===== src/rtl/button_toggle_conditioner.sv =====
// button_toggle_conditioner
//
// Conditions a raw, bouncy push-button into a single-cycle toggle pulse for a
// downstream T flip-flop. The raw level first passes through a synchroniser.
// A four-state debounce FSM (IDLE / PRESS_WAIT / HELD / RELEASE_WAIT) then
// requires DEBOUNCE_CYCLES consecutive equal samples before it accepts a
// press or a release.
//
// Outputs are the toggle pulse, the debounced level, a busy flag and a
// wrapping 8-bit press counter. All outputs are registered.
//
// Optional feature: define BUTTON_TOGGLE_AUTOREPEAT_EN to add an auto-repeat
// timer. While the button stays in HELD, the timer emits extra pulses:
//   - the first one REPEAT_DELAY cycles after the entry pulse;
//   - then one every REPEAT_PERIOD cycles.
// Without the macro the timer is absent and the REPEAT_* parameters are
// ignored.

module button_toggle_conditioner #(
  parameter int SYNC_STAGES     = 2,
  parameter int DEBOUNCE_CYCLES = 1000,
  parameter int REPEAT_DELAY    = 50000,
  parameter int REPEAT_PERIOD   = 10000
) (
  input  logic       input_clock,
  input  logic       input_reset,
  input  logic       input_button,
  input  logic       input_enable,
  output logic       output_t,
  output logic       output_level,
  output logic       output_busy,
  output logic [7:0] output_press_count
);

  // Debounce counter sizing and the constants it is compared against.
  localparam int CNT_W = $clog2(DEBOUNCE_CYCLES + 1);
  localparam logic [CNT_W-1:0] CNT_ZERO = {CNT_W{1'b0}};
  localparam logic [CNT_W-1:0] CNT_ONE  = CNT_W'(1);
  localparam logic [CNT_W-1:0] CNT_LAST = CNT_W'(DEBOUNCE_CYCLES - 1);

  typedef enum logic [1:0] {
    ST_IDLE         = 2'd0,
    ST_PRESS_WAIT   = 2'd1,
    ST_HELD         = 2'd2,
    ST_RELEASE_WAIT = 2'd3
  } state_e;

  // ---------------------------------------------------------------------------
  // Synchroniser
  // ---------------------------------------------------------------------------
  logic [SYNC_STAGES-1:0] sync_q;
  logic                   sync_s;

  // Shift the raw button level through the synchroniser chain.
  always_ff @(posedge input_clock or posedge input_reset) begin
    if (input_reset) begin
      sync_q <= {SYNC_STAGES{1'b0}};
    end else begin
      sync_q <= {sync_q[SYNC_STAGES-2:0], input_button};
    end
  end

  assign sync_s = sync_q[SYNC_STAGES-1];

  // ---------------------------------------------------------------------------
  // Debounce FSM
  // ---------------------------------------------------------------------------
  state_e           state_q, state_d;
  logic [CNT_W-1:0] cnt_q, cnt_d;
  logic             accept_s;

  // Hold the FSM state and its debounce counter.
  always_ff @(posedge input_clock or posedge input_reset) begin
    if (input_reset) begin
      state_q <= ST_IDLE;
      cnt_q   <= CNT_ZERO;
    end else begin
      state_q <= state_d;
      cnt_q   <= cnt_d;
    end
  end

  // Next state and counter. accept_s marks the edge on which a press is accepted.
  always_comb begin
    state_d  = state_q;
    cnt_d    = cnt_q;
    accept_s = 1'b0;
    case (state_q)
      ST_IDLE: begin
        if (sync_s) begin
          state_d = ST_PRESS_WAIT;
          cnt_d   = CNT_ONE;
        end else begin
          state_d = ST_IDLE;
          cnt_d   = CNT_ZERO;
        end
      end
      ST_PRESS_WAIT: begin
        if (!sync_s) begin
          // Bounce: abandon the press without a pulse.
          state_d = ST_IDLE;
          cnt_d   = CNT_ZERO;
        end else if (cnt_q == CNT_LAST) begin
          state_d  = ST_HELD;
          cnt_d    = CNT_ZERO;
          accept_s = 1'b1;
        end else begin
          cnt_d = cnt_q + CNT_ONE;
        end
      end
      ST_HELD: begin
        if (!sync_s) begin
          state_d = ST_RELEASE_WAIT;
          cnt_d   = CNT_ONE;
        end else begin
          state_d = ST_HELD;
          cnt_d   = CNT_ZERO;
        end
      end
      ST_RELEASE_WAIT: begin
        if (sync_s) begin
          // Release glitch: return to HELD without a pulse.
          state_d = ST_HELD;
          cnt_d   = CNT_ZERO;
        end else if (cnt_q == CNT_LAST) begin
          state_d = ST_IDLE;
          cnt_d   = CNT_ZERO;
        end else begin
          cnt_d = cnt_q + CNT_ONE;
        end
      end
      default: begin
        state_d = ST_IDLE;
        cnt_d   = CNT_ZERO;
      end
    endcase
  end

  // ---------------------------------------------------------------------------
  // Auto-repeat timer (optional)
  // ---------------------------------------------------------------------------
  logic repeat_s;

`ifdef BUTTON_TOGGLE_AUTOREPEAT_EN
  localparam int REP_W = $clog2(REPEAT_DELAY + REPEAT_PERIOD + 1);
  localparam logic [REP_W-1:0] REP_ZERO        = {REP_W{1'b0}};
  localparam logic [REP_W-1:0] REP_ONE         = REP_W'(1);
  localparam logic [REP_W-1:0] REP_DELAY_LAST  = REP_W'(REPEAT_DELAY - 1);
  localparam logic [REP_W-1:0] REP_PERIOD_LAST = REP_W'(REPEAT_PERIOD - 1);

  logic [REP_W-1:0] rep_cnt_q, rep_cnt_d;
  logic             rep_armed_q, rep_armed_d;

  // Hold the repeat timer and the flag that says the first repeat has fired.
  always_ff @(posedge input_clock or posedge input_reset) begin
    if (input_reset) begin
      rep_cnt_q   <= REP_ZERO;
      rep_armed_q <= 1'b0;
    end else begin
      rep_cnt_q   <= rep_cnt_d;
      rep_armed_q <= rep_armed_d;
    end
  end

  // Advance the timer while HELD persists; any exit from HELD clears it.
  always_comb begin
    rep_cnt_d   = rep_cnt_q;
    rep_armed_d = rep_armed_q;
    repeat_s    = 1'b0;
    if ((state_q == ST_HELD) && (state_d == ST_HELD)) begin
      if (rep_cnt_q == (rep_armed_q ? REP_PERIOD_LAST : REP_DELAY_LAST)) begin
        repeat_s    = 1'b1;
        rep_cnt_d   = REP_ZERO;
        rep_armed_d = 1'b1;
      end else begin
        rep_cnt_d = rep_cnt_q + REP_ONE;
      end
    end else begin
      rep_cnt_d   = REP_ZERO;
      rep_armed_d = 1'b0;
    end
  end
`else
  assign repeat_s = 1'b0;
`endif

  // ---------------------------------------------------------------------------
  // Registered outputs
  // ---------------------------------------------------------------------------
  logic       t_q, t_d;
  logic       level_q, level_d;
  logic       busy_q, busy_d;
  logic [7:0] count_q, count_d;

  // Next output values, derived from the next FSM state. A pulse is dropped
  // when enable is low, and also when it would follow another pulse directly.
  always_comb begin
    t_d     = 1'b0;
    level_d = 1'b0;
    busy_d  = 1'b0;
    count_d = count_q;
    if ((accept_s || repeat_s) && input_enable && !t_q) begin
      t_d     = 1'b1;
      count_d = count_q + 8'd1;
    end else begin
      t_d     = 1'b0;
      count_d = count_q;
    end
    if ((state_d == ST_HELD) || (state_d == ST_RELEASE_WAIT)) begin
      level_d = 1'b1;
    end else begin
      level_d = 1'b0;
    end
    if ((state_d == ST_PRESS_WAIT) || (state_d == ST_RELEASE_WAIT)) begin
      busy_d = 1'b1;
    end else begin
      busy_d = 1'b0;
    end
  end

  // Output registers.
  always_ff @(posedge input_clock or posedge input_reset) begin
    if (input_reset) begin
      t_q     <= 1'b0;
      level_q <= 1'b0;
      busy_q  <= 1'b0;
      count_q <= 8'd0;
    end else begin
      t_q     <= t_d;
      level_q <= level_d;
      busy_q  <= busy_d;
      count_q <= count_d;
    end
  end

  assign output_t           = t_q;
  assign output_level       = level_q;
  assign output_busy        = busy_q;
  assign output_press_count = count_q;

endmodule


===== config.mk =====
export PLATFORM = sky130hd
export DESIGN_NAME = button_toggle_conditioner
export DESIGN_NICKNAME = d
export VERILOG_FILES = /design/src/rtl/button_toggle_conditioner.sv
export SDC_FILE = /design/constraint.sdc
export NUM_CORES = 1
export LEC_CHECK = 0
export ABC_AREA = 1
export CAP_MARGIN = 20
export CORE_UTILIZATION = 46
export DETAILED_ROUTE_END_ITERATION = 10
export GPL_TIMING_DRIVEN = 0
export PLACE_DENSITY_LB_ADDON = 0.3
export SLEW_MARGIN = 20
export SYNTH_ARGS = -nofsm -noshare
export SYNTH_HDL_FRONTEND = slang
export SYNTH_SLANG_ARGS = --single-unit

===== constraint.sdc =====
create_clock -name input_clock -period 1.55 [get_ports input_clock]
set_clock_uncertainty 0.15 [all_clocks]
set_input_delay 0.31 -clock input_clock [delete_from_list [all_inputs] [get_ports input_clock]]
set_output_delay 0.31 -clock input_clock [all_outputs]
set_load 0.02 [all_outputs]

==> summary.md <==
| Metric | Value |
|---|---|
| Outcome | complete, no violations |
| WS Path Type | flop to flop |
| Crit-path most repeated cell | nand2_1 |
| WP buf/inv | 2 |
| Minimum clock period | around 1.5 ns |
| Largest net degree at the start of global routing | 25 |
| Clock transition at path regs | between 0.1 and 0.15 ns |
| Yosys reg bits | 24 |
| WL final | 2410 um |
| Dpl hpwl | about 1700 um |
| Initial Util | 0.499 |
| Vias | around 1000 |
| CTS tree | built |
| Die area | 0.00295 mm2 |
| Post-route ant nets | 0 |
| Worst-Margin Slew | between 0.8 and 0.9 ns |
| Setup violations, final | 0 |
| CTS Hold Bufs | 0 |
| Die H | 54.3 um |
| Max_cap viols | 0 |
| Maximum fanout along the worst path | 4 |
| Switching Power | about 0.00023 W |
| DRC viols | 0 |
| Combinational power share | 0.048 |
| Placed Area | around 0.0014 mm2 |
| Int Power | just over 0.0009 W |
| Setup crit end kind | flop |
| Startpoint types | flop |
| Synth Instances | 142 |
| Fill cells | ~200 |
| DP Cell Count | around 190 |
| Fin crit share | 0.973 |
| Core footprint | between 0.002 and 0.003 mm2 |
| Wire length on met3 | approximately 95 um |
| Fin. max-slew vios | 0 |
| Metal2 WL | 1240 um |
| Vias in the first global route | slightly above 900 |
| Detailed Route Iter0 Violations | 39 |
| Chip width | between 50 and 60 um |
| Area Growth Syn to Fin | 27.6% |
| TritonRoute pass-1 iters | 4 |
| Clock H-tree levels | 1 |
| CP cell instances | ha_4 > nand2_4 > inv_6 > nand3_4 > nor2_4 > nand2_2 > nor2_1 > nand2_1 > nand2_1 > inv_1 |
| Slowest cell on the critical path | dfrtp_2 |
| Hold WC Path Type | flop to flop |
| Final GP Congestion | 0.918 |
| Synthesized area | around 0.0013 mm2 |
| I/O pins | 15 |
| Post-route design area | 0.00160 mm2 |
| Post-route setup TNS | 0 ns |
| Sequential-to-total area share from yosys stat | 0.478 |
| CTS buffer count | 3 |
| Ys Warns | 0 |
| Max Clk Rate | about 0.66 GHz |
| FP Rows | 18 |
| CP delay by family, top | simple AND/OR/NAND/NOR gates |
| Highest metal used | met4 |
| CTS Sinks | 24 |
| Syn Area/Cell | around 8.9 um2 |
| Power Dens Cells | a little over 700 mW/mm2 |
| # diodes | 0 |
| Commonest non-fill, non-tap cell in the layout | dfrtp_1 |
| Leak | approximately 0.78 nW |
| Root Driver | clkbuf_4 |
| Antenna violations before repair | 0 |
| Most frequent cells in the layout | dfrtp_1, inv_1, nand2_1 |
| Port Buffer Count | 14 |
| Max-slew headroom | 0.412 |
| CTS max path bufs | 2 |
| Remaining global-route overflow | 0 |
| Flop pwr share | 0.561 |
| Share of cells above drive strength 1 | 0.343 |
| Worst Path Arrival | ~1.6 ns |
| Layout Cells excl Fill | around 200 |
| Via-to-Cell Ratio | around 5.1 |
| RSZ-0062 raised after global routing | yes |
| Clk_lat worst skew | roughly 0.32 ns |
| Fin. Hold Viols | 0 |
| Wl on met1 | roughly 1000 um |
| VDD IR max | roughly 0.00064 V |
| Wirelength per Cell | roughly 12 um |
| CP max stage delay | 0.43 ns |
| WP data required | ~1.6 ns |
| Number of distinct library cells after synthesis | 27 |
| All-layer global routing usage | 0.188 |
| First-pass GRT wire length | approximately 4000 um |
| Sw frac | 0.202 |
| Final #Nets | approximately 170 |
| Syn nets | around 150 |
| Clk pwr share | 0.392 |
[per-layer routing]
layer / vias up / global-route usage
met5: - / 0
met4: 0 / 0.0684
met3: 4 / 0.0361
met2: 33 / 0.315
met1: 470 / 0.239
li1: 494 / -
[repair_timing]
item,4_1_cts,5_1_grt
resized for setup,25,26
pin swaps,4,3
endpoints found under the setup margin,22,17
buffers inserted,4,2
[power groups by stage]
stage               clock network, W  logic [W]  registers [W]
floorplan                          0  0.0000316       0.000652
global placement                   0  0.0000501       0.000652
detailed placement                 0  0.0000512       0.000652
CTS                         0.000466  0.0000532       0.000642
global route                0.000484  0.0000626       0.000646
finish                      0.000451  0.0000547       0.000644
[through the flow]
stage	setup WS (ns)	total power, W	utilization	hold slack, ns
after floorplan	0.100	0.000684	-	0.175
after global placement	-0.151	0.000702	0.569	0.191
after detailed placement	-0.198	0.000703	0.569	0.192
after CTS	0.00571	0.00116	0.614	0.226
after global routing	-0.0597	0.00119	0.636	0.225
final	0.0415	0.00115	0.636	0.221
[sequential cells by signal (all words and copies together) (netlist names)]
| signal | flops |
|---|---|
| output_t | 1 |
| output_press_count | 8 |
| cnt_q | 10 |
| output_level | 1 |
| sync_q | 2 |
| state_q | 2 |
[logic make-up (layout without fill, tap and decap cells)]
kind of cell               after synthesis  count (layout)  synth area share
buffers and inverters                   23              47            0.0707
DFF                                     24              24             0.478
adders and majority gates                2               2            0.0199
xor gates and xnor gates                 5               5            0.0348
and+or+nand+nor                         81              81             0.367
AOI/OAI and AO/OA                        7               7            0.0298
[area by class of cell]
| class | instances | area (um2) | share of cell area |
|---|---|---|---|
| clock inverters | 1 | 30.0 | 0.0187 |
| multi-input cells | 95 | 652 | 0.406 |
| clock buffers | 3 | 22.5 | 0.0140 |
| well taps | 30 | 37.5 | 0.0234 |
| repair buffers | 20 | 168 | 0.105 |
| flip-flops and latches | 24 | 603 | 0.376 |
| inverters | 23 | 91.3 | 0.0569 |
[final timing paths]
path | endpoint | cells past startpoint | slack (ns) | start
worst max register to register | output_press_count[3]$_DFFE_PP0P_ | 10 | 0.04 | cnt_q[0]$_DFF_PP0_
max in group asynchronous | cnt_q[0]$_DFF_PP0_ | 2 | 0.35 | input_reset
worst min register to register | sync_q[1]$_DFF_PP0_ | 0 | 0.22 | sync_q[0]$_DFF_PP0_
worst min-delay path | sync_q[1]$_DFF_PP0_ | 0 | 0.22 | sync_q[0]$_DFF_PP0_
min in group asynchronous | sync_q[0]$_DFF_PP0_ | 2 | 0.32 | input_reset
worst max-delay path | output_press_count[3]$_DFFE_PP0P_ | 10 | 0.04 | cnt_q[0]$_DFF_PP0_
[Yosys cell counts, drive strengths merged]
cell type  instances  share of area
and2               1         0.0070
o211ai             1         0.0060
dfrtp             24           0.48
nor3               9          0.056
nand4              3          0.015
nor2              22          0.099
and3               1         0.0050
nand3             12          0.066
a21oi              4          0.016
inv               23          0.071
o21ai              2         0.0080
nand2             32           0.12
xnor2              2          0.014
nor4               1         0.0050
ha                 2          0.020
xor2               3          0.021
No activity file was read; power rests on OpenSTA's default activity.
